## config.mk

```make
export PLATFORM = sky130hd
export DESIGN_NAME = joy_press_encoder
export DESIGN_NICKNAME = d
export VERILOG_FILES = /design/src/rtl/joy_press_encoder.sv
export SDC_FILE = /design/constraint.sdc
export NUM_CORES = 1
export LEC_CHECK = 0
export ABC_AREA = 1
export CAP_MARGIN = 20
export CORE_AREA = 5 5 115 117
export CTS_CLUSTER_SIZE = 20
export DETAILED_ROUTE_END_ITERATION = 8
export DIE_AREA = 0 0 120 122
export GPL_TIMING_DRIVEN = 0
export PLACE_DENSITY = 0.66
export SYNTH_ARGS = -nofsm -noshare
export SYNTH_HDL_FRONTEND = slang
export SYNTH_SLANG_ARGS = --single-unit
export TNS_END_PERCENT = 50
```

## constraint.sdc

```tcl
create_clock -name clk -period 2.2 [get_ports clk]
set_input_delay 0.22 -clock clk [delete_from_list [all_inputs] [get_ports clk]]
set_output_delay 0.22 -clock clk [all_outputs]
set_load 0.01 [all_outputs]
```

## src/rtl/joy_press_encoder.sv

```systemverilog
// Two-player joystick answer transmitter: synchronizes and debounces 8 button pads,
// arbitrates one winning press and drives a one-cold active-low code for a fixed hold window.

module joy_press_encoder_db #(
  parameter int DEBOUNCE_CYCLES = 16
) (
  input  logic clk,
  input  logic rst_n,
  input  logic raw_i,
  output logic stable_o,
  output logic press_o
);
  logic       s1_q, s2_q, stable_q, press_q;
  logic [7:0] cnt_q;

  // Counter only runs while the synchronized bit disagrees with the stable level,
  // so it tops out at DEBOUNCE_CYCLES-1 and cannot wrap.
  always_ff @(posedge clk) begin
    if (!rst_n) begin
      s1_q     <= 1'b0;
      s2_q     <= 1'b0;
      stable_q <= 1'b0;
      press_q  <= 1'b0;
      cnt_q    <= '0;
    end else begin
      s1_q    <= raw_i;
      s2_q    <= s1_q;
      press_q <= 1'b0;
      if (s2_q == stable_q) begin
        cnt_q <= '0;
      end else if (cnt_q == 8'(DEBOUNCE_CYCLES - 1)) begin
        stable_q <= ~stable_q;
        press_q  <= ~stable_q;
        cnt_q    <= '0;
      end else begin
        cnt_q <= cnt_q + 8'd1;
      end
    end
  end

  assign stable_o = stable_q;
  assign press_o  = press_q;
endmodule

module joy_press_encoder #(
  parameter int DEBOUNCE_CYCLES = 16,
  parameter int HOLD_CYCLES     = 4
) (
  input  logic       clk,
  input  logic       rst_n,
  input  logic [3:0] in_btn_p1,
  input  logic [3:0] in_btn_p2,
  input  logic       in_ack,
  output logic [7:0] out_hex_joy,
  output logic       out_valid,
  output logic       out_busy,
  output logic [1:0] out_last_player
);
  localparam int NUM_LANES = 8;

  typedef enum logic [1:0] {IDLE, SEND, WAIT_ACK, WAIT_REL} state_t;

  // Lane l: 0..3 = P1 choice1..4, 4..7 = P2 choice1..4; lane l drives bus bit 7-l.
  logic [NUM_LANES-1:0] raw, stable, press;
  assign raw = {in_btn_p2, in_btn_p1};

  joy_press_encoder_db #(.DEBOUNCE_CYCLES(DEBOUNCE_CYCLES)) u_db [NUM_LANES-1:0] (
    .clk      (clk),
    .rst_n    (rst_n),
    .raw_i    (raw),
    .stable_o (stable),
    .press_o  (press)
  );

  state_t     state_q;
  logic [7:0] hex_q, code_d;
  logic [7:0] hold_q;
  logic       valid_q, busy_q, rr_q, ack_q, win_p2_q, all_rel_q;
  logic [1:0] last_q;
  logic [1:0] p1_idx, p2_idx;
  logic       any_p1, any_p2, pick_p2;
  logic [2:0] win_lane;

  // Lowest choice wins within a player; rr_q=1 gives player 2 priority on a tie.
  always_comb begin
    p1_idx = '0;
    p2_idx = '0;
    for (int i = 3; i >= 0; i--) begin
      if (press[i])     p1_idx = 2'(i);
      if (press[4 + i]) p2_idx = 2'(i);
    end
    any_p1   = |press[3:0];
    any_p2   = |press[7:4];
    pick_p2  = any_p2 && (!any_p1 || rr_q);
    win_lane = pick_p2 ? {1'b1, p2_idx} : {1'b0, p1_idx};
    code_d   = 8'hFF;
    code_d[3'd7 - win_lane] = 1'b0;
  end

  always_ff @(posedge clk) begin
    if (!rst_n) begin
      state_q   <= IDLE;
      hex_q     <= 8'hFF;
      valid_q   <= 1'b0;
      busy_q    <= 1'b0;
      last_q    <= 2'd0;
      rr_q      <= 1'b0;
      ack_q     <= 1'b0;
      hold_q    <= '0;
      win_p2_q  <= 1'b0;
      all_rel_q <= 1'b0;
    end else begin
      all_rel_q <= (stable == '0);
      case (state_q)
        IDLE: begin
          if (|press) begin
            state_q  <= SEND;
            hex_q    <= code_d;
            valid_q  <= 1'b1;
            busy_q   <= 1'b1;
            hold_q   <= 8'd1;
            win_p2_q <= pick_p2;
            rr_q     <= ~rr_q;
            ack_q    <= 1'b0;
          end
        end
        SEND: begin
          if (hold_q == 8'(HOLD_CYCLES)) begin
            hex_q   <= 8'hFF;
            valid_q <= 1'b0;
            last_q  <= win_p2_q ? 2'd2 : 2'd1;
            state_q <= (ack_q | in_ack) ? WAIT_REL : WAIT_ACK;
            ack_q   <= 1'b0;
          end else begin
            hold_q <= hold_q + 8'd1;
            ack_q  <= ack_q | in_ack;
          end
        end
        WAIT_ACK: begin
          if (in_ack) state_q <= WAIT_REL;
        end
        WAIT_REL: begin
          if (all_rel_q) begin
            state_q <= IDLE;
            busy_q  <= 1'b0;
          end
        end
        default: state_q <= IDLE;
      endcase
    end
  end

  assign out_hex_joy     = hex_q;
  assign out_valid       = valid_q;
  assign out_busy        = busy_q;
  assign out_last_player = last_q;
endmodule
```

==> results summary <==
The number of global-route vias before repair came out at 4,268. The share of power burned in registers came out at about two fifths. The number of hold violations in the final report is 0. The required time of the worst setup path is 2.47 ns. The worst IR drop on VDD is 0.544 mV. The final antenna-violating net count is 0. The switching share of power is 22.1%. The net total in the final layout came out at 747. In the synthesized netlist the dominant register cell turns out to be sky130_fd_sc_hd__dfxtp_1. The final RePlAce weighted congestion came out at between 0.8 and 0.9. The run finished with clean final reports. The internal cell power is ~4400 µW. The number of antenna violations at the first check in global routing is 0. The path type of the worst min-delay path is primary input to flop. The row count is 41. The largest net degree at the start of global routing came out at 17. The sequential area share after synthesis came out at a little under half. Leaving out fill and tap cells, the most frequent cell in the layout is sky130_fd_sc_hd__dfxtp_1. The number of buffers created by CTS came out at 17. The synthesis warning total is 0. TritonCTS built the clock tree. The top cell types in the final layout, fill and taps aside, are sky130_fd_sc_hd__dfxtp_1 (122), sky130_fd_sc_hd__nand2_1 (121), sky130_fd_sc_hd__nor2_1 (99), sky130_fd_sc_hd__inv_1 (94), sky130_fd_sc_hd__nand3_1 (56). The number of library cell types mapped by synthesis came out at between 40 and 50.

Counting every instance in the synthesized netlist gives roughly 680. The number of antenna diodes in the final layout is 0. The worst register-to-register path has a setup slack of 0.47 ns. The max-cap check violation count is 0.

The power density relative to cell area came out at 905 mW/mm². The tightest hold margin came out at roughly 0.25 ns. The number of setup violations in the final report is 0. The final clock period utilization by the worst path came out at about four fifths. The netlist area before placement came out at 0.00525 mm².

The CTS clock-pin slew for the worst setup and hold paths is 0.05 ns. The post-CTS setup buffer count is 0. Summed over all failing endpoints, the final setup total negative slack is 0 ns.

The fraction of synthesis flops using an asynchronous set or reset pin came out at 0%. The final routed wire length divided by cell count came out at 11.3 µm. The number of buffers added to fix hold violations after cts is 0. The buffer depth of the longest clock path came out at 2. The combinational fraction of design power came out at a little under a tenth. The layout cell share with drive strength beyond 1 is under 10%.

The worst setup path is of the flop to flop kind. For this run, design rule violations remaining after detail routing come to 0. The x dimension of the die is 120 µm. The clock share of power is between 40% and 50%. Setup repair after global routing left no endpoint under its margin.

The starting density of the core is 42.8%. Measured along the y axis, the die boundary spans 122 µm. The overall via count from detail_route is 4,292.

The post-detailed-routing wire length is 9920 µm. Of all nets on the critical path, the largest fanout is 9. STA classifies the critical path endpoint as a flop. The first routing iteration left approximately 240 violations.

The relative slew slack came out at 58.7%. The register bit count reported by yosys is 122. 23 I/O pins were placed. STA classifies the critical path startpoint as a flop.

The first global-routing pass estimated 17,700 µm of wire. The analysis attributes to cell leakage a power of 0.00255 µW. The clock latency reported for the late side of the worst-skew pair is about 0.4 ns. In this run the mean area of a mapped cell was 7.71 µm². The smallest clock period supported by the final layout is computed as 1.73 ns. The worst path arrival time came out at roughly 2 ns. The sink count of the clock tree came out at 122. The HPWL after detailed placement is 7350 µm.

The number of pins with negative max-slew slack in the final report is 0. Yosys mapped a number of flops with a built-in enable equal to 0. The number of nets in the synthesized netlist is 707. The die area came out at about 0.015 mm². The layout overhead on the synthesized area came out at 19.0%. The highest clock rate came out at between 500 and 600 MHz. The mean number of vias per cell is 4.88. The count of fill cells added during filler insertion is about 1,200. The net switching power is 1250 µW. The placeable core area is roughly 0.012 mm². The total number of H-tree levels is 4. The total congestion overflow after global routing is 0. The number of buffers inserted by port buffering came out at 21. Once the clock tree was built, the resizer swapped 0 gates to a different size. The global-route usage over all layers came out at 14.8%.

The tree is rooted in a sky130_fd_sc_hd__clkbuf_16. The actual slew at the worst max-slew pin came out at 0.620 ns. The first-pass detailed-route iteration total came out at 4.

The worst clock skew is 0.00583 ns.
==> cell type report <==
cell class | instances | area, µm² | share of cell area, %
flip-flops and latches | 122 | 2440 | 39.1
multi-input cells | 455 | 2400 | 38.5
clock buffers | 19 | 453 | 7.25
inverters | 96 | 363 | 5.80
repair buffers | 21 | 210 | 3.36
well taps | 150 | 188 | 3.00
clock inverters | 8 | 148 | 2.36
plain buffers | 8 | 42.5 | 0.681
==> registers in the layout, indices dropped and copies added, names as in the netlist <==
signal	count
u_db.cnt_q	64
hold_q	8
out_hex_joy	8
u_db.press_o	8
u_db.s1_q	8
u_db.s2_q	8
u_db.stable_o	8
out_last_player	2
state_q	2
ack_q	1
all_rel_q	1
out_busy	1
out_valid	1
rr_q	1
win_p2_q	1
==> metrics by stage <==
step	cells	power [µW]	area, µm²	utilization, %	worst slack (ns)
after floorplan	681	2720	5250	-	0.740
final	879	5660	6250	51.0	0.469
after global placement	852	2880	5650	46.1	0.531
after global routing	879	5910	6250	51.0	0.315
after detailed placement	852	2890	5650	46.1	0.503
after CTS	879	5730	6250	51.0	0.475
==> worst max-delay path, stage by stage (launching register included) <==
cell	delay [ns]
sky130_fd_sc_hd__dfxtp_1	0.34
sky130_fd_sc_hd__inv_1	0.11
sky130_fd_sc_hd__ha_1	0.41
sky130_fd_sc_hd__inv_2	0.15
sky130_fd_sc_hd__nand2_4	0.11
sky130_fd_sc_hd__nand2_2	0.07
sky130_fd_sc_hd__nor2_4	0.19
sky130_fd_sc_hd__nand2_1	0.09
sky130_fd_sc_hd__o21ai_1	0.08
sky130_fd_sc_hd__nor2_1	0.05
==> cell usage after synthesis, types with 2 or more instances <==
master                     count  area, µm²
sky130_fd_sc_hd__nand2_2       4       25.0
sky130_fd_sc_hd__dfxtp_1     122       2440
sky130_fd_sc_hd__nor2_2        3       18.8
sky130_fd_sc_hd__nand2_1     121        454
sky130_fd_sc_hd__nor4_1        2       12.5
sky130_fd_sc_hd__xor2_1       26        228
sky130_fd_sc_hd__ha_1         15        188
sky130_fd_sc_hd__o21bai_1      3       22.5
sky130_fd_sc_hd__nor2_4        2       22.5
sky130_fd_sc_hd__buf_2         3       15.0
sky130_fd_sc_hd__clkbuf_1      2       7.51
sky130_fd_sc_hd__o211ai_1      2       15.0
sky130_fd_sc_hd__or2_2         3       18.8
sky130_fd_sc_hd__nand3_2       2       20.0
sky130_fd_sc_hd__nor3b_1       9       67.6
sky130_fd_sc_hd__nor2_1       99        372
sky130_fd_sc_hd__xnor2_1       5       43.8
sky130_fd_sc_hd__and3_1        3       18.8
sky130_fd_sc_hd__o21ai_2       2       17.5
sky130_fd_sc_hd__nand4_1      14       87.6
sky130_fd_sc_hd__nand2_4       6       67.6
sky130_fd_sc_hd__nand3_1      56        280
sky130_fd_sc_hd__o21ai_0      17       85.1
sky130_fd_sc_hd__inv_1        94        353
sky130_fd_sc_hd__nor3_1       14       70.1
sky130_fd_sc_hd__a21oi_1      35        175
==> power groups by stage <==
stage	registers, µW	clock network (µW)	logic, µW
after global routing	2340	2990	575
after CTS	2330	2880	519
after global placement	2380	0	504
after floorplan	2380	0	347
after detailed placement	2380	0	514
final	2330	2810	513
==> cell families after synthesis <==
kind of cell	synth area share [%]
adders and majority gates	3.57
and+or+nand+nor	30.3
buffers and inverters	7.72
AOI/OAI and AO/OA	6.77
DFF	46.5
xor gates and xnor gates	5.17
==> path summary, 6_finish.rpt <==
check                                   from               end  depth (start not counted)
worst max register to register    state_q[1]         hold_q[1]                          9
worst max-delay path              state_q[1]         hold_q[1]                          9
worst min register to register  u_db[2].s1_q      u_db[2].s2_q                          2
worst min-delay path                   rst_n  u_db[4].cnt_q[5]                          5
==> metal layers <==
metal  global-route usage, %  share of wire (%)  up-vias
met4                    4.65               0.66        0
li1                        -                  -     2247
met3                    5.11                3.9        6
met2                    27.3                 52       54
met1                    15.9                 44     1985
met5                       0                  0        -
(Power assumes the default switching activity.)
